$ cat src/rtl/multicycle_ctrl.sv
// multicycle_ctrl: IDLE/DECODE/EXEC/WB controller for a MIPS subset; every output is registered.
// Define CTRL_SGT_EN to decode R-type funct 0x2B as set-greater-than (alu_op 1000).
module multicycle_ctrl (
   input  logic        clk,
   input  logic        rst_n,
   input  logic [31:0] instr,
   input  logic        instr_valid,
   output logic        instr_ready,
   output logic [4:0]  rr1,
   output logic [4:0]  rr2,
   output logic [4:0]  wr,
   output logic        we,
   output logic [3:0]  alu_op,
   output logic [4:0]  shift_count,
   output logic        wd_sel,
   output logic [31:0] wd,
   output logic        done,
   output logic        illegal
);

   typedef enum logic [1:0] {IDLE, DECODE, EXEC, WB} state_t;

   typedef struct packed {
      logic        legal;
      logic [4:0]  rr1;
      logic [4:0]  rr2;
      logic [3:0]  alu;
      logic [4:0]  sh;
      logic [4:0]  wr;
      logic        wd_sel;
      logic [31:0] wd;
   } dec_t;

   state_t      state_q;
   logic [31:0] instr_q;
   logic        ready_q;
   logic [4:0]  rr1_q;
   logic [4:0]  rr2_q;
   logic [4:0]  wr_q;
   logic        we_q;
   logic [3:0]  alu_q;
   logic [4:0]  sh_q;
   logic        wd_sel_q;
   logic [31:0] wd_q;
   logic        done_q;
   logic        illegal_q;

   logic [31:0] dec_src_d;
   dec_t        dec_d;
   logic        xfer_d;

   function automatic dec_t decode(input logic [31:0] w);
      dec_t d;
      d = '0;
      if (w[31:26] == 6'h00) begin
         d.legal  = 1'b1;
         d.rr1    = w[25:21];
         d.rr2    = w[20:16];
         d.wr     = w[15:11];
         d.wd_sel = 1'b1;
         case (w[5:0])
            6'h20: d.alu = 4'b0010;
            6'h22: d.alu = 4'b0110;
            6'h24: d.alu = 4'b0000;
            6'h25: d.alu = 4'b0001;
            6'h27: d.alu = 4'b1100;
            6'h2A: d.alu = 4'b0111;
`ifdef CTRL_SGT_EN
            6'h2B: d.alu = 4'b1000;
`endif
            6'h00: begin
               // sll shifts the second operand; the first read port is unused
               d.alu = 4'b1110;
               d.rr1 = 5'd0;
               d.sh  = w[10:6];
            end
            6'h02: begin
               d.alu = 4'b1101;
               d.rr1 = w[20:16];
               d.rr2 = 5'd0;
               d.sh  = w[10:6];
            end
            6'h03: begin
               d.alu = 4'b1111;
               d.rr1 = w[20:16];
               d.rr2 = 5'd0;
               d.sh  = w[10:6];
            end
            default: d.legal = 1'b0;
         endcase
      end else if (w[31:26] == 6'h0F) begin
         d.legal  = 1'b1;
         d.alu    = 4'b0010;
         d.wr     = w[20:16];
         d.wd_sel = 1'b0;
         d.wd     = {w[15:0], 16'h0000};
      end
      if (!d.legal) begin
         d = '0;
      end
      return d;
   endfunction

   // One decoder serves both the incoming word (read addresses at transfer) and the held word.
   always_comb begin
      dec_src_d = (state_q == IDLE) ? instr : instr_q;
      dec_d     = decode(dec_src_d);
      xfer_d    = (state_q == IDLE) && instr_valid && ready_q;
   end

   always_ff @(posedge clk) begin
      if (xfer_d) begin
         instr_q <= instr;
      end
   end

   always_ff @(posedge clk) begin
      if (!rst_n) begin
         state_q   <= IDLE;
         ready_q   <= 1'b0;
         rr1_q     <= 5'd0;
         rr2_q     <= 5'd0;
         wr_q      <= 5'd0;
         we_q      <= 1'b0;
         alu_q     <= 4'd0;
         sh_q      <= 5'd0;
         wd_sel_q  <= 1'b0;
         wd_q      <= 32'd0;
         done_q    <= 1'b0;
         illegal_q <= 1'b0;
      end else begin
         we_q      <= 1'b0;
         done_q    <= 1'b0;
         illegal_q <= 1'b0;
         case (state_q)
            IDLE: begin
               if (xfer_d) begin
                  ready_q <= 1'b0;
                  rr1_q   <= dec_d.rr1;
                  rr2_q   <= dec_d.rr2;
                  state_q <= DECODE;
               end else begin
                  ready_q <= 1'b1;
               end
            end
            DECODE: begin
               if (dec_d.legal) begin
                  alu_q   <= dec_d.alu;
                  sh_q    <= dec_d.sh;
                  state_q <= EXEC;
               end else begin
                  rr1_q     <= 5'd0;
                  rr2_q     <= 5'd0;
                  illegal_q <= 1'b1;
                  ready_q   <= 1'b1;
                  state_q   <= IDLE;
               end
            end
            EXEC: begin
               // read addresses and ALU controls stay put through WB so the write data is stable
               wr_q     <= dec_d.wr;
               wd_sel_q <= dec_d.wd_sel;
               wd_q     <= dec_d.wd;
               we_q     <= (dec_d.wr != 5'd0);
               done_q   <= 1'b1;
               state_q  <= WB;
            end
            WB: begin
               rr1_q    <= 5'd0;
               rr2_q    <= 5'd0;
               wr_q     <= 5'd0;
               alu_q    <= 4'd0;
               sh_q     <= 5'd0;
               wd_sel_q <= 1'b0;
               wd_q     <= 32'd0;
               ready_q  <= 1'b1;
               state_q  <= IDLE;
            end
            default: state_q <= IDLE;
         endcase
      end
   end

   assign instr_ready = ready_q;
   assign rr1         = rr1_q;
   assign rr2         = rr2_q;
   assign wr          = wr_q;
   assign we          = we_q;
   assign alu_op      = alu_q;
   assign shift_count = sh_q;
   assign wd_sel      = wd_sel_q;
   assign wd          = wd_q;
   assign done        = done_q;
   assign illegal     = illegal_q;

endmodule

$ cat config.mk
export PLATFORM = sky130hd
export DESIGN_NAME = multicycle_ctrl
export DESIGN_NICKNAME = d
export VERILOG_FILES = /design/src/rtl/multicycle_ctrl.sv
export SDC_FILE = /design/constraint.sdc
export NUM_CORES = 1
export LEC_CHECK = 0
export ABC_AREA = 1
export CAP_MARGIN = 30
export CORE_ASPECT_RATIO = 1.25
export CORE_UTILIZATION = 50
export CTS_CLUSTER_DIAMETER = 40
export DETAILED_ROUTE_END_ITERATION = 7
export GPL_TIMING_DRIVEN = 0
export PLACE_DENSITY = 0.8
export SETUP_SLACK_MARGIN = 0.05
export SYNTH_ARGS = -nofsm -noshare
export SYNTH_HDL_FRONTEND = slang
export SYNTH_SLANG_ARGS = --single-unit
$ cat constraint.sdc
create_clock -name clk -period 4 [get_ports clk]
set_input_delay 0.6 -clock clk [delete_from_list [all_inputs] [get_ports clk]]
set_output_delay 0.6 -clock clk [all_outputs]
set_load 0.005 [all_outputs]
==> impl_metrics.ini <==
[status]
status = complete, no violations

[cells_and_area]
drive_gt1_share_pct = 12.82
stdcell_count = 711
fin_util_pct = 67.07
syn_to_final_growth_pct = 30.52
num_antenna_cells = 0
final_nets = 646

[timing]
rsz0062_at_grt = false
finalCritPeriodShare_pct = 59.90
hold_viol = 0
setup_viol = 0
period_minus_slack_ns = 2.396
relSlewSlack_pct = 50.92
fmax_ghz = 0.4173
fin_ws_ns = 1.604
slew_violations = 0
holdWs_ns = 0.4831
tightest_slew_ns = 0.7314
finClkSkew_ns = 0.01103

[synth]
yosysSeqAreaShare_pct = 47.77
syn_inst = 504
syn_area_sq_um = 3981
synth_warnings = 0
synth_common_cells = 121 x nand2_1, 53 x inv_1, 49 x nand3_1, 49 x nor2_1, 47 x dfxtp_1
yosysMostFrequentCell = nand2_1
yosysTopAreaCell = edfxtp_1
synthFlopType = dfxtp_1
ys_async_sr_fraction_pct = 0
synthTopCellsByArea = edfxtp_1 24%, dfxtp_1 24%, nand2_1 11%
synth_top_area_share_pct = 24.14
avgSynthCellArea_sq_um = 7.899
synth_edf_count = 32
synthDistinctLibCells = 34
synth-seq-cells = 79

[floorplan]
die_x_microns = 81.81
start_util_pct = 51.39
core_sq_um = 7747
dieArea_sq_um = 8325
std_cell_rows = 36
die_h_microns = 101.8
ios = 96

[placed_design]
dp_cells = 695
portBuffers = 78
routabilityCongestion = 0.9248
pre_cts_ws_ns = 1.312
dp_hpwl_mm = 7.660

[route]
route.vias.total = 3692
drc_errors = 0
drt_iter0_markers = 207
first_pass_iters = 5
final_antenna_net_count = 0
vias_per_cell = 5.193
wl_per_cell_microns = 14.12
wirelength_mm = 10.04

[clock_network]
cts_max_level = 3
clock-sinks = 79
cts_tree = done
post_cts_buffers = 0
cts_buffer_depth = 2
cts_made_buffers = 9
insertion_delay_ns = 0.37
path_clk_slew_ns = 0.09
hold_buffers = 0
post_cts_resized = 0
clock-root-buffer = clkbuf_8

[worst_setup_path]
worstSetupPathType = input port to flip-flop
r2r_slack_ns = 1.68
crit_required_ns = 4.31
critical_path.max_fanout = 10
worstPathArrival_ns = 2.70
cp-end-kind = flip-flop
rr_worst_depth = 13
start_kind = input port
r2r_end = rr1[2]

[hold_path]
worst_hold_startpoint = shift_count[3]
min_path_type = flip-flop to flip-flop
worstHoldPathCells = 2
min_to = shift_count[3]

[global_route]
antenna_found_initial = 0
grt_usage_pct = 25.92
grt_pass1_wl_mm = 16.06
gr-total-overflow = 0
grt_pass1_vias = 3518
grt_max_degree = 15

[power_and_ir_drop]
p_leak_nw = 2.274
ir_drop_uv = 260.5
power.density_nw_per_um2 = 368.4

[run]
maxCapViolations = 0
## through the flow
step	area [sq um]	setup TNS (ns)	total power, mW
finish	5196	0	1.915
floorplan	4038	0	1.128
global route	5196	0	1.996
detailed placement	4980	0	1.266
CTS	5196	0	1.919
global placement	4937	-33.16	1.251
## report_power, final
| group | switching [mW] | internal [mW] |
|---|---|---|
| Combinational | 0.204 | 0.155 |
| Sequential | 0.0152 | 0.877 |
| Clock | 0.311 | 0.353 |
## flip-flops by register name, indices dropped and copies added (netlist names), named ones only
register     flops
alu_op           4
we               1
instr_ready      1
instr_q         32
rr2              5
wr               5
wd_sel           1
done             1
shift_count      5
wd              16
rr1              5
state_q          1
illegal          1
## worst max-delay path: stages
cell	delay, ns
clkdlybuf4s50_1	0.51
nand2_1	0.07
o21ai_1	0.12
nor2_1	0.10
nand3_2	0.14
clkbuf_1	0.50
nand3_1	0.12
o21ai_0	0.15
nand3_1	0.11
nand4_1	0.11
nand2_1	0.06
nor2_1	0.10
## metal layers
metal | share of wire, % | up-vias | GRT usage (%)
li1 | - | 1834 | -
met1 | 39 | 1696 | 30.04
met2 | 53 | 142 | 45.20
met3 | 5.6 | 20 | 4.144
met4 | 2.6 | 0 | 13.50
met5 | 0 | - | 0
## cells in the final DEF, fill, tap and decap left out, types with 9 or more instances in the layout
cell type / instances
clkbuf_8: 9
nand2_2: 12
nor2_1: 49
conb_1: 16
o21ai_0: 20
clkbuf_1: 12
a21oi_1: 13
nand3_1: 49
buf_4: 19
nand4_1: 12
dfxtp_1: 47
nand2_1: 121
clkdlybuf4s50_1: 78
edfxtp_1: 32
o31ai_1: 15
inv_1: 53
## how the worst max path moves through the flow
stage | start | endpoint | slack (ns) | depth (start not counted)
final | instr[2] | rr1[2] | 1.60 | 12
after floorplan | flip-flop | instr_q[0] | 0.42 | 5
after CTS | instr[2] | rr1[2] | 1.69 | 12
after detailed placement | instr[2] | rr1[2] | 1.31 | 12
after global placement | instr_valid | instr_q[5] | -1.01 | 3
after global routing | instr[1] | rr1[2] | 1.49 | 13
## cell families (layout without fill, tap and decap cells)
group / after synthesis / after routing / share of synthesized area [%]
simple gates: 261 / 261 / 30.11
buf+inv: 99 / 196 / 12.07
flops: 79 / 79 / 47.77
compound gates: 62 / 62 / 9.460
mux: 2 / 2 / 0.5028
other cells: 1 / 16 / 0.09419
## cell type report
| cell class | count | area (sq um) |
|---|---|---|
| fill | 652 | 2551 |
| sequential | 79 | 1902 |
| multi-input combinational | 341 | 1660 |
| timing repair buffer | 81 | 818.3 |
| buffer | 43 | 270.3 |
| inverter | 56 | 210.2 |
| clock buffer | 9 | 123.9 |
| tap | 95 | 118.9 |
| clock inverter | 7 | 92.59 |
Note: power is estimated with default switching activity, not from simulation.
==> patch 1: new RTL, same settings <==
Build with the macro `CTRL_SGT_EN` defined.
--- a/src/rtl/multicycle_ctrl.sv
+++ b/src/rtl/multicycle_ctrl.sv
@@ -2,2 +2,4 @@
 // Define CTRL_SGT_EN to decode R-type funct 0x2B as set-greater-than (alu_op 1000).
+`define CTRL_SGT_EN
+
 module multicycle_ctrl (
Function: changed (Yosys sat finds a counterexample within 4 cycles, from zero or initial values and one cycle with rst_n low).
==> patch 1 against the original RTL <==
  * Setup slack worse by 150 ps
  * Area after synthesis shrank 2.0%
  * Final area down 2.6%
  * Sequential power is essentially flat
  * Sequential share of layout area increased by 0.99 points
  * Cell count fell by 3.2%
  * Sequential cell count is the same
  * Power is 7.5% lower
  * Largest power group unchanged
  * Via count down 2.8%
  * Non-clock buffer count down 6
  * Register-to-register slack worse by 220 ps
  * Clock power decreased by 18%
  * Routed wire length decreased by 4.7%
==> patch 1: results (changes against the original RTL) <==
.. list-table::
   :header-rows: 1

   * - Metric
     - Value
   * - Post-placement setup slack
     - 1136 ps (-176.0 ps)
   * - Number of nets in the final layout
     - 626 (-3.1%)
   * - Count of flip-flops with a built-in enable after synthesis
     - 32 (unchanged)
   * - Wire length of the first global-routing pass
     - 15640 um (-2.6%)
   * - Max reg flops
     - 32 (unchanged)
   * - Number of post-CTS setup repair buffers
     - 0 (unchanged)
   * - Pin count of the biggest net entering global routing
     - 14 (-1)
   * - Post-synthesis share of cell area spent on full adders, half adders and majority gates
     - 0% (unchanged)
   * - Ratio of cells with drive above 1 in the final layout
     - 10.91% (-1.9 points)
   * - Cell types with the largest area share after synthesis
     - edfxtp_1 (25%), dfxtp_1 (24%), nand2_1 (12%)
   * - Number of buffers on the longest clock path
     - 2 (unchanged)
   * - Insertion delay of the later-clocked pin in the worst-skew pair
     - 360 ps
   * - Most flop-heavy register
     - instr_q
   * - Proportion of register bits with asynchronous set or reset after synthesis
     - 0% (unchanged)
   * - Most used flip-flop cell after synthesis
     - dfxtp_1
   * - Xor and xnor area share after synthesis
     - 0% (unchanged)
   * - Final wirelength
     - 9565 um (-4.7%)
   * - Diode insertion count for antenna repair
     - 0 (unchanged)
   * - Max incr delay on CP
     - 520 ps
   * - Post-synthesis sequential area ratio
     - 48.73% (+0.96 points)
   * - Number of global-route vias before repair
     - 3430 (-2.5%)
   * - Cell at the slowest stage of the critical path
     - clkdlybuf4s50_1
   * - Remaining DRCs
     - 0 (unchanged)
   * - Final Wtd Congestion
     - 0.9327 (+0.85%)
   * - Hpwl dp
     - 7258 um (-5.2%)
   * - Worst Path Arrival
     - 2830 ps (+130 ps)
   * - Violation count after the first detailed-routing iteration
     - 304 (+47%)
   * - CTS buffer count
     - 9 (unchanged)
   * - Port-buffer cells
     - 78 (unchanged)
   * - Pre-antenna DRT Iters
     - 5 (unchanged)
   * - Reported leakage power
     - 2.145 nW (-5.7%)
   * - Maximum net fanout on the critical path
     - 10 (unchanged)
   * - Root Buffer Master
     - clkbuf_8
   * - Netlist cell types
     - 34 (unchanged)
   * - Mean number of vias per cell
     - 5.215 (+0.43%)
   * - Number of levels the H-tree was split into
     - 3 (unchanged)
   * - Min-delay worst type
     - reg2reg
   * - Number of warnings printed during yosys synthesis
     - 0 (unchanged)
   * - Number of fill cells
     - 608 (-6.7%)
   * - Status
     - finished, final reports clean
   * - Worst IR drop on VDD
     - 227.3 uV (-13%)
   * - Post-CTS clock slew at the launch and capture registers of the worst setup and hold paths
     - 70 ps (-20 ps)
   * - Maximum clock skew at final layout
     - 8.832 ps (-2.197 ps)
   * - Initial antenna violation count
     - 0 (unchanged)
   * - GRT Resource Usage Total
     - 25.37% (-0.56 points)
   * - Post-cts repair resize count
     - 0 (unchanged)
   * - Ranking of synthesized cells by instance count
     - nand2_1 (125), nor2_1 (51), dfxtp_1 (47)
   * - Compound-Gate Fraction of Synth Area
     - 10.07% (+0.61 points)
   * - Mux cell area share after synthesis
     - 0.5130% (+0.010 points)
   * - Worst slew pin tran
     - 880.3 ps (+148.9 ps)
patch 1: changes by cell type in the layout (fill, tap and decap cells not counted), moves of 3 or more:
| cell | before | now |
|---|---|---|
| nor2_2 | 4 | 1 |
| nand3_1 | 49 | 41 |
| nand2_1 | 121 | 125 |
| inv_1 | 53 | 42 |
| nor2_4 | 1 | 5 |
| nand2_2 | 12 | 4 |
| o31ai_1 | 15 | 12 |
| buf_4 | 19 | 16 |
| a22o_1 | 0 | 4 |
| clkbuf_1 | 12 | 15 |
| inv_4 | 3 | 0 |
patch 1: layer usage:
layer | wire length [um] | GRT usage [%] | share of wire (%) | up-vias
met5 | 0 | 0 | 0 | -
met4 | 246 | 11.54 | 2.6 | 0
met3 | 604 | 5.701 | 6.3 | 26
met2 | 4932 | 44.73 | 52 | 154
met1 | 3783 | 28.64 | 40 | 1630
li1 | - | - | - | 1778
patch 1: metrics by stage:
step	cell area [um2]	cells	total power, mW	TNS, ps	utilization, %
after global routing	5060	688	1.847	0	67.97
final	5060	688	1.770	0	67.97
after detailed placement	4882	672	1.237	0	65.58
after global placement	4855	670	1.225	-31620	65.21
after floorplan	3959	500	1.111	0	-
after CTS	5060	688	1.769	0	67.97
patch 1: report_power, final:
group / leakage, nW / switching [mW] / total [mW] / internal, mW
logic: 1.38 / 0.190 / 0.333 / 0.143
clock network: 0.0898 / 0.281 / 0.545 / 0.265
registers: 0.678 / 0.0162 / 0.892 / 0.876
patch 1: cell type report:
class	instances	area (um2)	share of cell area, %
multi-input cells	335	1643	32.47
clock buffers	14	163.9	3.239
clock inverters	2	13.76	0.2720
inverters	48	180.2	3.561
repair buffers	80	803.3	15.88
flip-flops and latches	79	1902	37.59
well taps	92	115.1	2.275
plain buffers	38	239.0	4.723
patch 1: cell families after synthesis:
group / count (synthesis)
multiplexers: 2
other: 1
flip-flops: 79
buffers and inverters: 86
AO/OA/AOI/OAI: 65
AND/OR/NAND/NOR: 252
patch 1: worst max-delay path: cells and delay by family:
kind	cells	cell delay, ps
buf+inv	3	730
compound gates	1	140
simple gates	10	1360
patch 1: worst paths after layout:
check	start	end	slack [ps]	cells after the start
hold reg to reg	alu_op[2]	alu_op[2]	470	2
setup / recovery	instr[5]	alu_op[2]	1460	14
setup reg to reg	state_q[0]	instr_q[0]	1460	7
hold / removal	alu_op[2]	alu_op[2]	470	2
==> patch 2: new RTL, config.mk and constraints unchanged <==
Made on the original files. The 4 states of `state_t` get a Gray code encoding in 2 bits.
--- a/src/rtl/multicycle_ctrl.sv
+++ b/src/rtl/multicycle_ctrl.sv
@@ -20,3 +20,3 @@
 
-   typedef enum logic [1:0] {IDLE, DECODE, EXEC, WB} state_t;
+   typedef enum logic [1:0] {IDLE = 2'b00, DECODE = 2'b01, EXEC = 2'b11, WB = 2'b10} state_t;
 
Behaviour: no difference found for any inputs over 10 cycles, from zero or initial values and one cycle with rst_n low; not proved beyond that.
==> patch 2 against the original RTL <==
  * Count of clock-buffer cells in the layout up 1
  * Final area up 2.4%
  * Power up 14%
  * Hold slack worse by 18 ps
  * Critical path depth up 1
  * Area after synthesis up 4.1%
  * Setup slack worse by 490 ps
  * Largest cell class unchanged
  * Routed wire length up 1.3%
  * Sequential cell count unchanged
==> patch 2: results (changes against the original RTL) <==
.. list-table::
   :header-rows: 1

   * - Metric
     - Value
   * - Status
     - finished, final reports clean
   * - Hold-fix buffers, CTS
     - 0 (unchanged)
   * - CTS buffer count
     - 9 (unchanged)
   * - Netlist cell types
     - 30 (-12%)
   * - Min-Delay Endpoint
     - wd[23]
   * - Root Buffer Master
     - clkbuf_8
   * - Initial antenna violation count
     - 0 (unchanged)
   * - Number of levels the H-tree was split into
     - 3 (unchanged)
   * - HP Start
     - wd[23]
   * - Hold path depth
     - 2 (unchanged)
   * - Hpwl dp
     - 7729 um (+0.90%)
   * - Worst IR drop on VDD
     - 286.7 uV (+10%)
   * - Min-delay worst type
     - reg2reg
   * - Cell types with the largest area share after synthesis
     - edfxtp_1 (23%), dfxtp_1 (23%), nand2_1 (15%)
   * - Post-CTS clock slew at the launch and capture registers of the worst setup and hold paths
     - 80 ps
   * - Proportion of register bits with asynchronous set or reset after synthesis
     - 0% (unchanged)
   * - Number of warnings printed during yosys synthesis
     - 0 (unchanged)
   * - Number of nets in the final layout
     - 680 (+5.3%)
   * - Most used flip-flop cell after synthesis
     - dfxtp_1
   * - GRT Resource Usage Total
     - 25.14% (-0.79 points)
   * - Setup slack on the worst flop-to-flop path
     - 1110 ps (-570 ps)
   * - Max incr delay on CP
     - 790 ps (+280 ps)
   * - Depth of the most critical reg-to-reg path
     - 13 (unchanged)
   * - Maximum clock skew at final layout
     - 10.63 ps (-0.4024 ps)
   * - Number of post-CTS setup repair buffers
     - 0 (unchanged)
   * - Pin count of the biggest net entering global routing
     - 35 (+20)
   * - Count of flip-flops with a built-in enable after synthesis
     - 32 (unchanged)
   * - Post-cts repair resize count
     - 0 (unchanged)
   * - Wire length of the first global-routing pass
     - 17120 um (+6.6%)
   * - Via total after detailed routing
     - 3669 (-0.62%)
   * - Final Wtd Congestion
     - 0.8975 (-3.0%)
   * - Cell at the slowest stage of the critical path
     - nor2_4
   * - Reported leakage power
     - 2.328 nW (+2.4%)
   * - Ratio of cells with drive above 1 in the final layout
     - 14.88% (+2.1 points)
   * - Number of fill cells
     - 707 (+8.4%)
   * - Pre-antenna DRT Iters
     - 5 (unchanged)
   * - Violation count after the first detailed-routing iteration
     - 180 (-13%)
   * - Cell type group with the largest total delay on the critical path
     - simple AND/OR/NAND/NOR gates
   * - Ranking of synthesized cells by instance count
     - nand2_1 (162), nor2_1 (52), inv_1 (50)
   * - Final worst hold slack
     - 465.1 ps (-18.02 ps)
   * - Post-synthesis sequential area ratio
     - 45.89% (-1.9 points)
   * - Final wirelength
     - 10170 um (+1.3%)
   * - Worst Path Arrival
     - 3150 ps (+450 ps)
   * - Launch instance of the worst register-to-register path
     - state_q[0]
   * - Maximum net fanout on the critical path
     - 34 (+24)
   * - Port-buffer cells
     - 78 (unchanged)
   * - Reg2Reg Capture Point
     - rr1[4]
   * - Worst slew pin tran
     - 1024 ps (+292.3 ps)
[patch 2: cell count changes after synthesis, moves of 5 or more]
cell,change
nand2_1,+41
o31ai_1,-15
inv_2,+5
nand3_1,-30
nand2_2,+12
a211oi_1,-5
ha_1,+5
a21oi_1,+30
[patch 2: power breakdown]
group          internal [mW]  switching (mW)
sequential             0.896          0.0234
clock                  0.350           0.292
combinational          0.247           0.376
total                   1.49           0.692
[patch 2: cell type report]
| cell class | count | area (um2) | area share [%] |
|---|---|---|---|
| multi-input combinational | 374 | 1817 | 34.16 |
| clock inverter | 6 | 83.83 | 1.576 |
| sequential | 79 | 1902 | 35.76 |
| inverter | 59 | 224.0 | 4.211 |
| buffer | 39 | 265.3 | 4.987 |
| tap | 95 | 118.9 | 2.235 |
| timing repair buffer | 78 | 780.7 | 14.68 |
| clock buffer | 10 | 127.6 | 2.399 |
[patch 2: layer usage]
layer	wire (um)	part of all wire, %	track usage, %
met1	4139	41	28.47
met2	5195	51	45.43
met3	569	5.6	5.100
met4	263	2.6	10.77
met5	0	0	0
[patch 2: metrics by stage]
stage,worst slack (ps),power (mW),cell area (um2),std cells
after global routing,884.6,2.303,5319,740
final,1109,2.185,5319,740
after CTS,1118,2.194,5319,740
after detailed placement,1052,1.557,5107,724
after global placement,-363.0,1.542,5100,724
after floorplan,702.7,1.355,4200,551
[patch 2: cells by family (layout without fill, tap and decap cells)]
| kind of cell | count (synthesis) | after routing | synth area share, % |
|---|---|---|---|
| AO/OA/AOI/OAI | 65 | 65 | 8.122 |
| adder cells (fa/ha/maj) | 5 | 5 | 1.510 |
| buffers and inverters | 98 | 192 | 11.81 |
| flip-flops | 79 | 79 | 45.89 |
| other | 1 | 16 | 0.09049 |
| AND/OR/NAND/NOR | 288 | 288 | 32.58 |
[patch 2: worst max path at each step]
| stage | from | endpoint | slack, ps | cells after the start |
|---|---|---|---|---|
| 2_1_floorplan | state_q[0] | rr1[4] | 700 | 13 |
| 3_3_place_gp | instr_valid | rr1[4] | -360 | 9 |
| 3_5_place_dp | instr_valid | rr1[4] | 1050 | 9 |
| 4_1_cts | state_q[0] | rr1[4] | 1120 | 13 |
| 5_1_grt | state_q[1] | rr1[1] | 880 | 13 |
| 6_report | state_q[0] | rr1[4] | 1110 | 13 |
[patch 2: tightest hold or removal path, delay by kind of cell, from the launching register on]
| family | cells | cell delay (ps) |
|---|---|---|
| DFF | 1 | 310 |
| and+or+nand+nor | 1 | 60 |
| AOI/OAI and AO/OA | 1 | 50 |
